File: src/rtl/mem_unit_pkg.sv
// mem_unit_pkg: shared widths, stack-pointer register index and memory FSM state encoding
package mem_unit_pkg;
    localparam int CPU_DATA_W = 32;
    localparam int CPU_ADDR_W = 16;
    localparam int CPU_REG_W  = 5;
    localparam logic [CPU_REG_W-1:0] SP_REG = 5'h1B;
    typedef enum logic {IDLE, ACCESS} mem_state_t;
endpackage

File: src/rtl/mem_fsm.sv
// mem_fsm: data-memory request/stall state machine
//   in : clk, rst_n (sync, active-low), new_op (EX presents a memory op), dmem_ack
//   out: dmem_req (access outstanding), mem_stall (hold upstream)
module mem_fsm
    import mem_unit_pkg::*;
(
    input  logic clk,
    input  logic rst_n,
    input  logic new_op,
    input  logic dmem_ack,
    output logic dmem_req,
    output logic mem_stall
);
    mem_state_t state, next;
    assign dmem_req  = state == ACCESS;
    assign mem_stall = dmem_req & ~dmem_ack;
    always_ff @(posedge clk) begin
        if (!rst_n) state <= IDLE;
        else        state <= next;
    end
    // Capture only happens when not stalled, so a stall keeps ACCESS and an
    // unstalled edge enters ACCESS exactly when a new memory op is captured.
    always_comb begin
        next = IDLE;
        if (mem_stall || new_op) next = ACCESS;
    end
endmodule

File: src/rtl/mem_unit.sv
// mem_unit: EX/MEM pipeline register, data-memory access stage and WB register
//   in : clk, rst_n (sync, active-low), ex_valid and the EX control/data *_in fields,
//        EX_out, MemWrite_data_in, sp_in, dmem_rdata, dmem_ack
//   out: mem_stall, dmem_req/we/addr/wdata, wb_valid/RegWrite/DestReg/data/pop/branch,
//        ret_pc_valid, ret_pc
module mem_unit
    import mem_unit_pkg::*;
#(
    parameter int DATA_W = CPU_DATA_W,
    parameter int ADDR_W = CPU_ADDR_W,
    parameter int REG_W  = CPU_REG_W
) (
    input  logic              clk,
    input  logic              rst_n,
    input  logic              ex_valid,
    input  logic              RegWrite_in,
    input  logic              MemWrite_in,
    input  logic              MemRead_in,
    input  logic              MemToReg_in,
    input  logic              MemSrc_in,
    input  logic [REG_W-1:0]  DestReg_in,
    input  logic [DATA_W-1:0] EX_out,
    input  logic [DATA_W-1:0] MemWrite_data_in,
    input  logic [DATA_W-1:0] sp_in,
    input  logic              pop_in,
    input  logic              ret_in,
    input  logic              branch_in,
    output logic              mem_stall,
    output logic              dmem_req,
    output logic              dmem_we,
    output logic [ADDR_W-1:0] dmem_addr,
    output logic [DATA_W-1:0] dmem_wdata,
    input  logic [DATA_W-1:0] dmem_rdata,
    input  logic              dmem_ack,
    output logic              wb_valid,
    output logic              wb_RegWrite,
    output logic [REG_W-1:0]  wb_DestReg,
    output logic [DATA_W-1:0] wb_data,
    output logic              wb_pop,
    output logic              wb_branch,
    output logic              ret_pc_valid,
    output logic [DATA_W-1:0] ret_pc
);
    logic              v_q, rw_q, mw_q, mr_q, m2r_q, pop_q, ret_q, br_q;
    logic [REG_W-1:0]  dest_q;
    logic [DATA_W-1:0] ex_q, wd_q;
    logic [ADDR_W-1:0] addr_q;
    logic              ret_hit;
    // Addresses are truncated to ADDR_W; the stack pointer's upper bits never matter.
    logic              unused_sp_hi;
    assign unused_sp_hi = |sp_in[DATA_W-1:ADDR_W];
    mem_fsm u_fsm (
        .clk       (clk),
        .rst_n     (rst_n),
        .new_op    (ex_valid & (MemRead_in | MemWrite_in)),
        .dmem_ack  (dmem_ack),
        .dmem_req  (dmem_req),
        .mem_stall (mem_stall)
    );
    assign dmem_we    = dmem_req & mw_q;
    assign dmem_addr  = dmem_req ? addr_q : '0;
    assign dmem_wdata = dmem_req ? wd_q : '0;
    // A read+write combination is a write, so it never redirects the PC.
    assign ret_hit    = dmem_req & dmem_ack & ret_q & mr_q & ~mw_q;
    always_ff @(posedge clk) begin
        if (!rst_n) begin
            v_q <= 1'b0;
        end else if (!mem_stall) begin
            v_q    <= ex_valid;
            rw_q   <= RegWrite_in;
            mw_q   <= MemWrite_in;
            mr_q   <= MemRead_in;
            m2r_q  <= MemToReg_in;
            pop_q  <= pop_in;
            ret_q  <= ret_in;
            br_q   <= branch_in;
            dest_q <= DestReg_in;
            ex_q   <= EX_out;
            wd_q   <= MemWrite_data_in;
            addr_q <= MemSrc_in ? sp_in[ADDR_W-1:0] : EX_out[ADDR_W-1:0];
        end
    end
    always_ff @(posedge clk) begin
        if (!rst_n) begin
            wb_valid     <= 1'b0;
            wb_RegWrite  <= 1'b0;
            wb_DestReg   <= '0;
            wb_data      <= '0;
            wb_pop       <= 1'b0;
            wb_branch    <= 1'b0;
            ret_pc_valid <= 1'b0;
            ret_pc       <= '0;
        end else begin
            ret_pc_valid <= ret_hit;
            if (ret_hit) ret_pc <= dmem_rdata;
            if (!mem_stall) begin
                wb_valid    <= v_q;
                wb_RegWrite <= rw_q & v_q;
                wb_DestReg  <= dest_q;
                wb_data     <= m2r_q ? dmem_rdata : ex_q;
                wb_pop      <= pop_q;
                wb_branch   <= br_q;
            end else begin
                wb_valid    <= 1'b0;
                wb_RegWrite <= 1'b0;
                wb_pop      <= 1'b0;
                wb_branch   <= 1'b0;
            end
        end
    end
endmodule

File: config.mk
export PLATFORM = sky130hd
export DESIGN_NAME = mem_unit
export DESIGN_NICKNAME = d
export VERILOG_FILES = /design/src/rtl/mem_unit_pkg.sv /design/src/rtl/mem_fsm.sv /design/src/rtl/mem_unit.sv
export SDC_FILE = /design/constraint.sdc
export NUM_CORES = 1
export LEC_CHECK = 0
export CORE_ASPECT_RATIO = 0.8
export CORE_MARGIN = 4
export CORE_UTILIZATION = 30
export CTS_BUF_LIST = sky130_fd_sc_hd__clkbuf_16
export DETAILED_ROUTE_END_ITERATION = 7
export HOLD_SLACK_MARGIN = 0.02
export SETUP_SLACK_MARGIN = 0.02
export SLEW_MARGIN = 20
export SYNTH_ARGS = -nofsm -noshare
export SYNTH_HDL_FRONTEND = slang
export SYNTH_SLANG_ARGS = --single-unit
File: constraint.sdc
create_clock -name clk -period 7.7 [get_ports clk]
set_input_delay 2.31 -clock clk [delete_from_list [all_inputs] [get_ports clk]]
set_output_delay 2.31 -clock clk [all_outputs]
set_load 0.05 [all_outputs]
==> results.yml, run 1 <==
run_status:
  status: "finished, final reports clean"
cts:
  htree_levels: 4
  post_cts_resize_count: 0
  clockRootBuffer: "clkbuf_16"
  cts_tree: "yes"
  postCtsSetupRepairBufs: 0
  cts_sinks: 168
  cts.path.max_buffers: 2
  cts_hold_repair.buffers: 0
  cts_made_buffers: 17
  clk_latency_ns: 0.42
  clk_pin_slew_ns: 0.06
synth:
  synth.area.mux_share: 0.127
  yosysWarnings: 0
  syn_nets: 634
  synth_compound_area_frac: 0.0584
  synth_top_family_by_area: "multiplexers"
  ys_types: 18
  synthCells: 489
  ys_seq_area_frac: 0.662
  synth-simple-area-share: 0.120
  syn_area_sq_mm: 0.00647
  postSynthAreaPerCell_sq_um: 13.2
  synth_xor_area_frac: 0
  synth-seq-cells: 168
  synthAdderAreaFrac: 0
sta:
  tightestPinTransition_ns: 1.03
  slew_violations: 0
  rsz0062_at_grt: "false"
  finalSetupViolCount: 0
  fin_skew_ns: 0.0102
  fin_hold_ws_ns: 0.452
  finalCriticalPeriod_ns: 6.22
  hold_violations: 0
  slew_headroom: 0.313
  max_freq_ghz: 0.161
  tns_ns: 0
  fin_crit_sh: 0.808
setup_path:
  worst_path_largest_cell_delay_ns: 0.83
  crit_slowest_cell: "clkdlybuf4s50_1"
  r2r_slack_ns: 4.49
  r2r_cells: 5
  worst_ep_required_time_ns: 5.39
  path_cells: "clkdlybuf4s50_1 > nand2b_2 > inv_2 > clkdlybuf4s50_1"
  r2r_end: "ex_q[29]"
  critPathMostFrequentCell: "clkdlybuf4s50_1"
  cp.arrival_ns: 3.91
  cp_max_fo: 7
  cp-start-kind: "input pin"
  criticalPathCategory: "input pin to primary output"
  timing.rr.start: "u_fsm.dmem_req"
  end_kind: "primary output"
placement:
  place.gp.congestion: 0.723
  port_buffers: 253
  post-dp-hpwl_um: 12000
  place_inst: 982
power_and_ir_drop:
  total_power_w: 0.00213
  peakVddDrop_uv: 108
  p_leak_nw: 3.79
  power_density_mw_per_mm2: 220
routing:
  wire_per_inst_um: 16.7
  route.met3.wl_um: 1380
  vias_per_cell: 4.46
  highest_layer: "met4"
  dr_wl_met2_um: 8050
  vias: 4520
  wl_um: 16900
  first_pass_iters: 5
  drc_errors: 0
  antenna_left: 0
  wl_met1_um: 7210
  drtIter0Drc: 201
cells_and_area:
  diodes: 0
  nNetsFinal: 877
  synthToLayoutAreaGrowth_pct: 50.0
  finalNonFillerCells: 1014
  drive_above_1_share: 0.0752
grt:
  antenna_found_initial: 0
  grt_max_degree: 109
  gr-total-overflow: 0
  grt_use_total: 0.138
  grt_pass1_wl_um: 26000
  grt_pass1_vias: 4586
job:
  cap_viol_max_count: 0
floorplan:
  initial_core_util: 0.309
  die_w_um: 172
  core.rowCount: 47
  io_pins: 270
  die-height_um: 139
  core-area_sq_mm: 0.0209
  dieArea_sq_mm: 0.0240
worst_hold_path:
  hp-class: "flip-flop to flip-flop"
  holdPathStages: 1
  hold_end: "wb_RegWrite"
  holdCritStartpoint: "rw_q"
-- worst max-delay path, delay by kind of cell --
kind	cells	cell delay (ns)
and+or+nand+nor	1	0.20
buffers and inverters	3	1.39
-- cells by family after synthesis --
kind of cell / count (synthesis)
mux: 80
simple gates: 166
buf+inv: 35
flops: 168
compound gates: 40
-- cell usage after synthesis (all sizes together) --
cell type | number | area share
and2 | 52 | 0.050
clkbuf | 14 | 0.0081
nand2 | 108 | 0.063
inv | 1 | 0.00058
nor2 | 1 | 0.0017
and3 | 3 | 0.0029
nand2b | 1 | 0.00097
mux2 | 16 | 0.028
dfxtp | 76 | 0.24
edfxtp | 92 | 0.43
nand4 | 1 | 0.0019
mux2i | 64 | 0.099
buf | 20 | 0.024
o21ai | 1 | 0.00077
a21boi | 7 | 0.0081
o211a | 32 | 0.049
-- placed cells by master, fill, tap and decap left out, drive strengths merged, types with 6 or more instances in the layout --
| cell type | instances |
|---|---|
| o211a | 32 |
| nand2 | 108 |
| a21boi | 7 |
| mux2 | 16 |
| mux2i | 64 |
| clkdlybuf4s50 | 252 |
| buf | 6 |
| and2 | 52 |
| edfxtp | 92 |
| clkbuf | 17 |
| clkinv | 8 |
| dfxtp | 76 |
-- power by group --
group	internal, W	total, W	leakage, nW	switching [W]
combinational	0.000145	0.000338	2.02	0.000193
clock	0.000413	0.000776	0.254	0.000362
sequential	0.00100	0.00102	1.52	0.0000174
-- layout make-up --
class                   count  area [sq um]
flip-flops and latches    168          4280
inverters                   1          3.75
clock buffers              17           425
fillers                  1868         11200
multi-input cells         286          1980
well taps                 269           337
repair buffers            258          2570
clock inverters            15           104
-- stage by stage --
stage               instance area (sq um)   util  worst slack (ns)
floorplan                            6470      -              2.24
global placement                     9180  0.438              1.48
detailed placement                   9180  0.438              1.48
CTS                                  9700  0.464              1.47
global route                         9700  0.464              1.42
finish                               9700  0.464              1.48
-- sequential cells by signal, indices dropped and copies added, names as in the netlist, 5 cells and up --
register / flops
addr_q: 16
dest_q: 5
wb_DestReg: 5
ex_q: 32
wb_data: 32
ret_pc: 32
wd_q: 32
-- worst max path at each step --
stage	start	to	slack (ns)	cells after the start
2_1_floorplan	dmem_ack	addr_q[0]	2.24	4
3_3_place_gp	dmem_ack	mem_stall	1.48	4
3_5_place_dp	dmem_ack	mem_stall	1.48	4
4_1_cts	dmem_ack	mem_stall	1.47	4
5_1_grt	dmem_ack	mem_stall	1.42	4
6_report	dmem_ack	mem_stall	1.48	4
-- layer usage --
layer / vias up / GRT usage
met3: 19 / 0.0561
met5: - / 0
met2: 145 / 0.222
met1: 2161 / 0.172
li1: 2195 / -
met4: 0 / 0.0414
Note: power is estimated with default switching activity, not from simulation.
==> run 2: changes to the inputs <==
==> constraint.sdc (replaced) <==
create_clock -name clk -period 5.7 [get_ports clk]
set_input_delay 1.71 -clock clk [delete_from_list [all_inputs] [get_ports clk]]
set_output_delay 1.71 -clock clk [all_outputs]
set_load 0.05 [all_outputs]
==> run 2 against run 1 <==
Net effect:
- clock power increased by 40%
- worst hold slack improved by 0.00072 ns
- flip-flop and latch count unchanged
- final cell count increased by 0.20%
- largest cell class unchanged
- critical path depth unchanged
- worst setup slack got worse by 0.21 ns
- cell area increased by 0.52%
- wire length increased by 1.9%
- global-route usage increased by 0.28 points
- non-clock buffer count increased by 2
- largest power group unchanged
- clock skew decreased by 0.00092 ns
- highest routed layer unchanged
==> results.yml, run 2 (synthesis gave the netlist of run 1 again) <==
routing:
  wire_per_inst_um: 16.9
  first_pass_iters: 5
  highest_layer: "met4"
  wl_um: 17200
  route.met3.wl_um: 1480
  drtIter0Drc: 216
  vias_per_cell: 4.48
  dr_wl_met2_um: 8490
  drc_errors: 0
  vias: 4550
  antenna_left: 0
  wl_met1_um: 6980
sta:
  fin_crit_sh: 0.777
  finalSetupViolCount: 0
  finalCriticalPeriod_ns: 4.43
  hold_violations: 0
  slew_violations: 0
  rsz0062_at_grt: "false"
  tightestPinTransition_ns: 0.920
  slew_headroom: 0.386
  fin_skew_ns: 0.00924
  max_freq_ghz: 0.226
  tns_ns: 0
  setup_ws_ns: 1.27
cells_and_area:
  drive_above_1_share: 0.0803
  nNetsFinal: 879
  final_cell_mix: "clkdlybuf4s50_1, nand2_1, edfxtp_1"
  synthToLayoutAreaGrowth_pct: 50.7
  fin_area_sq_mm: 0.00975
  final_common_cell: "clkdlybuf4s50_1"
  fin_util: 0.466
  diodes: 0
floorplan:
  die-height_um: 139
  initial_core_util: 0.309
  core-area_sq_mm: 0.0209
  die_w_um: 172
  core.rowCount: 47
  io_pins: 270
  dieArea_sq_mm: 0.0240
cts:
  post_cts_resize_count: 0
  htree_levels: 4
  postCtsSetupRepairBufs: 0
  cts_tree: "yes"
  cts_made_buffers: 17
  cts_sinks: 168
  cts.path.max_buffers: 2
  cts_hold_repair.buffers: 0
  clk_latency_ns: 0.42
  clockRootBuffer: "clkbuf_16"
  clk_pin_slew_ns: 0.06
power_and_ir_drop:
  peakVddDrop_uv: 167
  power_density_mw_per_mm2: 300
  p_leak_nw: 3.82
grt:
  antenna_found_initial: 0
  grt_pass1_wl_um: 26400
  gr-total-overflow: 0
  grt_max_degree: 76
  grt_use_total: 0.141
  grt_pass1_vias: 4710
run_status:
  status: "finished, final reports clean"
setup_path:
  criticalPathCategory: "input pin to primary output"
  cp_max_fo: 7
  worst_path_largest_cell_delay_ns: 0.43
  cp.arrival_ns: 2.72
  worst_ep_required_time_ns: 3.99
  cp-start-kind: "input pin"
  crit_slowest_cell: "clkdlybuf4s50_1"
  path_cells: "clkdlybuf4s50_1 > nand2b_2 > inv_2 > buf_4"
  end_kind: "primary output"
  r2r_slack_ns: 3.06
placement:
  place.gp.congestion: 0.748
  dp_slack_ns: 1.25
  post-dp-hpwl_um: 12300
  port_buffers: 253
  post_dp_cell_area_sq_mm: 0.00920
worst_hold_path:
  hp-class: "flip-flop to flip-flop"
job:
  cap_viol_max_count: 0
## run 2: report_power, final
part / internal [W] / switching (W)
Combinational: 0.000198 / 0.000257
Clock: 0.000603 / 0.000485
Sequential: 0.00135 / 0.0000303
Total: 0.00215 / 0.000772
## run 2: area by class of cell
cell class,count,area [sq um]
Sequential cell,168,4290
Inverter,1,3.75
Tap cell,269,337
Timing Repair Buffer,260,2590
Clock buffer,17,425
Multi-Input combinational cell,286,1980
Clock inverter,15,128
Fill cell,1912,11200
## run 2: per-stage QoR
step | hold WS [ns] | total power, W | std cells
CTS | 0.459 | 0.00297 | 1016
detailed placement | 0.442 | 0.00187 | 984
global placement | 0.430 | 0.00186 | 984
floorplan | 0.420 | 0.00166 | 489
global route | 0.468 | 0.00304 | 1016
finish | 0.453 | 0.00292 | 1016
## run 2: final timing paths
kind / startpoint / to / depth (start not counted)
max: dmem_ack / mem_stall / 4
min: rw_q / wb_RegWrite / 1
max reg2reg: u_fsm.dmem_req / ex_q[8] / 4
min reg2reg: rw_q / wb_RegWrite / 1
## run 2: critical path, delay by kind of cell
family	cells	cell delay, ns
buffers and inverters	3	0.80
and+or+nand+nor	1	0.20
## run 2: routing by layer
| layer | vias up | GRT usage |
|---|---|---|
| li1 | 2198 | - |
| met1 | 2178 | 0.164 |
| met2 | 157 | 0.238 |
| met3 | 17 | 0.0598 |
| met4 | 0 | 0.0409 |
| met5 | - | 0 |
==> run 3: changes to the inputs <==
==> constraint.sdc (replaced) <==
create_clock -name clk -period 4.06 [get_ports clk]
set_input_delay 1.218 -clock clk [delete_from_list [all_inputs] [get_ports clk]]
set_output_delay 1.218 -clock clk [all_outputs]
set_load 0.05 [all_outputs]
==> run 3 against run 2 <==
Net effect:
- worst setup slack got worse by 0.62 ns
- clock skew increased by 0.0034 ns
- critical path depth unchanged
- sequential power increased by 41%
- sequential share of layout area decreased by 0.18 points
- power increased by 41%
- final cell count about the same
- worst hold slack improved by 0.0049 ns
- critical endpoint unchanged
- largest power group unchanged
==> results.yml, run 3 (synthesis gave the netlist of run 1 again) <==
placement:
  post_dp_cell_area_sq_mm: 0.00923
  port_buffers: 253
  post-dp-hpwl_um: 12400
  place.gp.congestion: 0.734
  dp_slack_ns: 0.638
grt:
  antenna_found_initial: 0
  grt_use_total: 0.142
  gr-total-overflow: 0
  grt_pass1_vias: 4828
  grt_max_degree: 75
  grt_pass1_wl_um: 26500
power_and_ir_drop:
  total_power_w: 0.00412
  peakVddDrop_uv: 192
  power_density_mw_per_mm2: 421
  p_leak_nw: 3.85
floorplan:
  core.rowCount: 47
  core-area_sq_mm: 0.0209
  die-height_um: 139
  io_pins: 270
  die_w_um: 172
  initial_core_util: 0.309
  dieArea_sq_mm: 0.0240
sta:
  hold_violations: 0
  tightestPinTransition_ns: 0.874
  slew_headroom: 0.417
  max_freq_ghz: 0.294
  setup_ws_ns: 0.654
  finalCriticalPeriod_ns: 3.41
  finalSetupViolCount: 0
  fin_skew_ns: 0.0126
  fin_crit_sh: 0.839
  slew_violations: 0
  rsz0062_at_grt: "false"
  tns_ns: 0
cts:
  clockRootBuffer: "clkbuf_16"
  cts_hold_repair.buffers: 0
  cts.path.max_buffers: 2
  htree_levels: 4
  cts_sinks: 168
  postCtsSetupRepairBufs: 0
  post_cts_resize_count: 0
  cts_made_buffers: 17
  clk_pin_slew_ns: 0.06
  clk_latency_ns: 0.42
  cts_tree: "yes"
cells_and_area:
  final_cell_mix: "clkdlybuf4s50_1, nand2_1, edfxtp_1"
  drive_above_1_share: 0.0789
  fin_area_sq_mm: 0.00979
  diodes: 0
  fin_util: 0.468
  nNetsFinal: 880
  final_common_cell: "clkdlybuf4s50_1"
  synthToLayoutAreaGrowth_pct: 51.3
routing:
  first_pass_iters: 4
  vias: 4510
  vias_per_cell: 4.43
  wl_um: 17300
  drc_errors: 0
  wire_per_inst_um: 17.0
  drtIter0Drc: 289
  antenna_left: 0
setup_path:
  cp_max_fo: 7
  cp.arrival_ns: 2.19
  path_cells: "clkdlybuf4s50_1 > nand2b_2 > inv_2 > buf_12"
  worst_ep_required_time_ns: 2.84
  worst_path_largest_cell_delay_ns: 0.43
  crit_slowest_cell: "clkdlybuf4s50_1"
  cp-start-kind: "input pin"
  end_kind: "primary output"
  criticalPathCategory: "input pin to primary output"
job:
  cap_viol_max_count: 0
run_status:
  status: "finished, final reports clean"
worst_hold_path:
  hp-class: "flip-flop to flip-flop"
-- run 3: critical path, delay by kind of cell --
| kind | cells | cell delay, ns |
|---|---|---|
| AND/OR/NAND/NOR | 1 | 0.23 |
| buffers and inverters | 3 | 0.75 |
-- run 3: area by class of cell --
| type | instances | area (sq um) |
|---|---|---|
| Fill cell | 1903 | 11100 |
| Sequential cell | 168 | 4280 |
| Timing Repair Buffer | 261 | 2630 |
| Multi-Input combinational cell | 286 | 1980 |
| Clock buffer | 18 | 450 |
| Tap cell | 269 | 337 |
| Clock inverter | 14 | 108 |
| Inverter | 1 | 3.75 |
-- run 3: through the flow --
step           std cells  hold slack (ns)
3_3_place_gp         985            0.431
5_1_grt             1017            0.485
6_report            1017            0.458
3_5_place_dp         985            0.447
2_1_floorplan        489            0.420
4_1_cts             1017            0.458
-- run 3: per-layer routing --
| metal | wire (um) | vias to the layer above | global-route usage |
|---|---|---|---|
| li1 | - | 2197 | - |
| met1 | 7200 | 2137 | 0.168 |
| met5 | 0 | - | 0 |
| met3 | 1460 | 20 | 0.0627 |
| met4 | 289 | 0 | 0.0385 |
| met2 | 8300 | 156 | 0.235 |
-- run 3: power by group --
| group | total (W) | switching, W | internal (W) |
|---|---|---|---|
| clock | 0.00154 | 0.000663 | 0.000874 |
| combinational | 0.000645 | 0.000364 | 0.000281 |
| sequential | 0.00194 | 0.0000385 | 0.00190 |
-- run 3: final timing paths --
check	start	to	slack [ns]	depth (start not counted)
max	dmem_ack	mem_stall	0.65	4
min	rw_q	wb_RegWrite	0.46	1
max reg2reg	m2r_q	wb_data[8]	2.09	4
min reg2reg	rw_q	wb_RegWrite	0.46	1
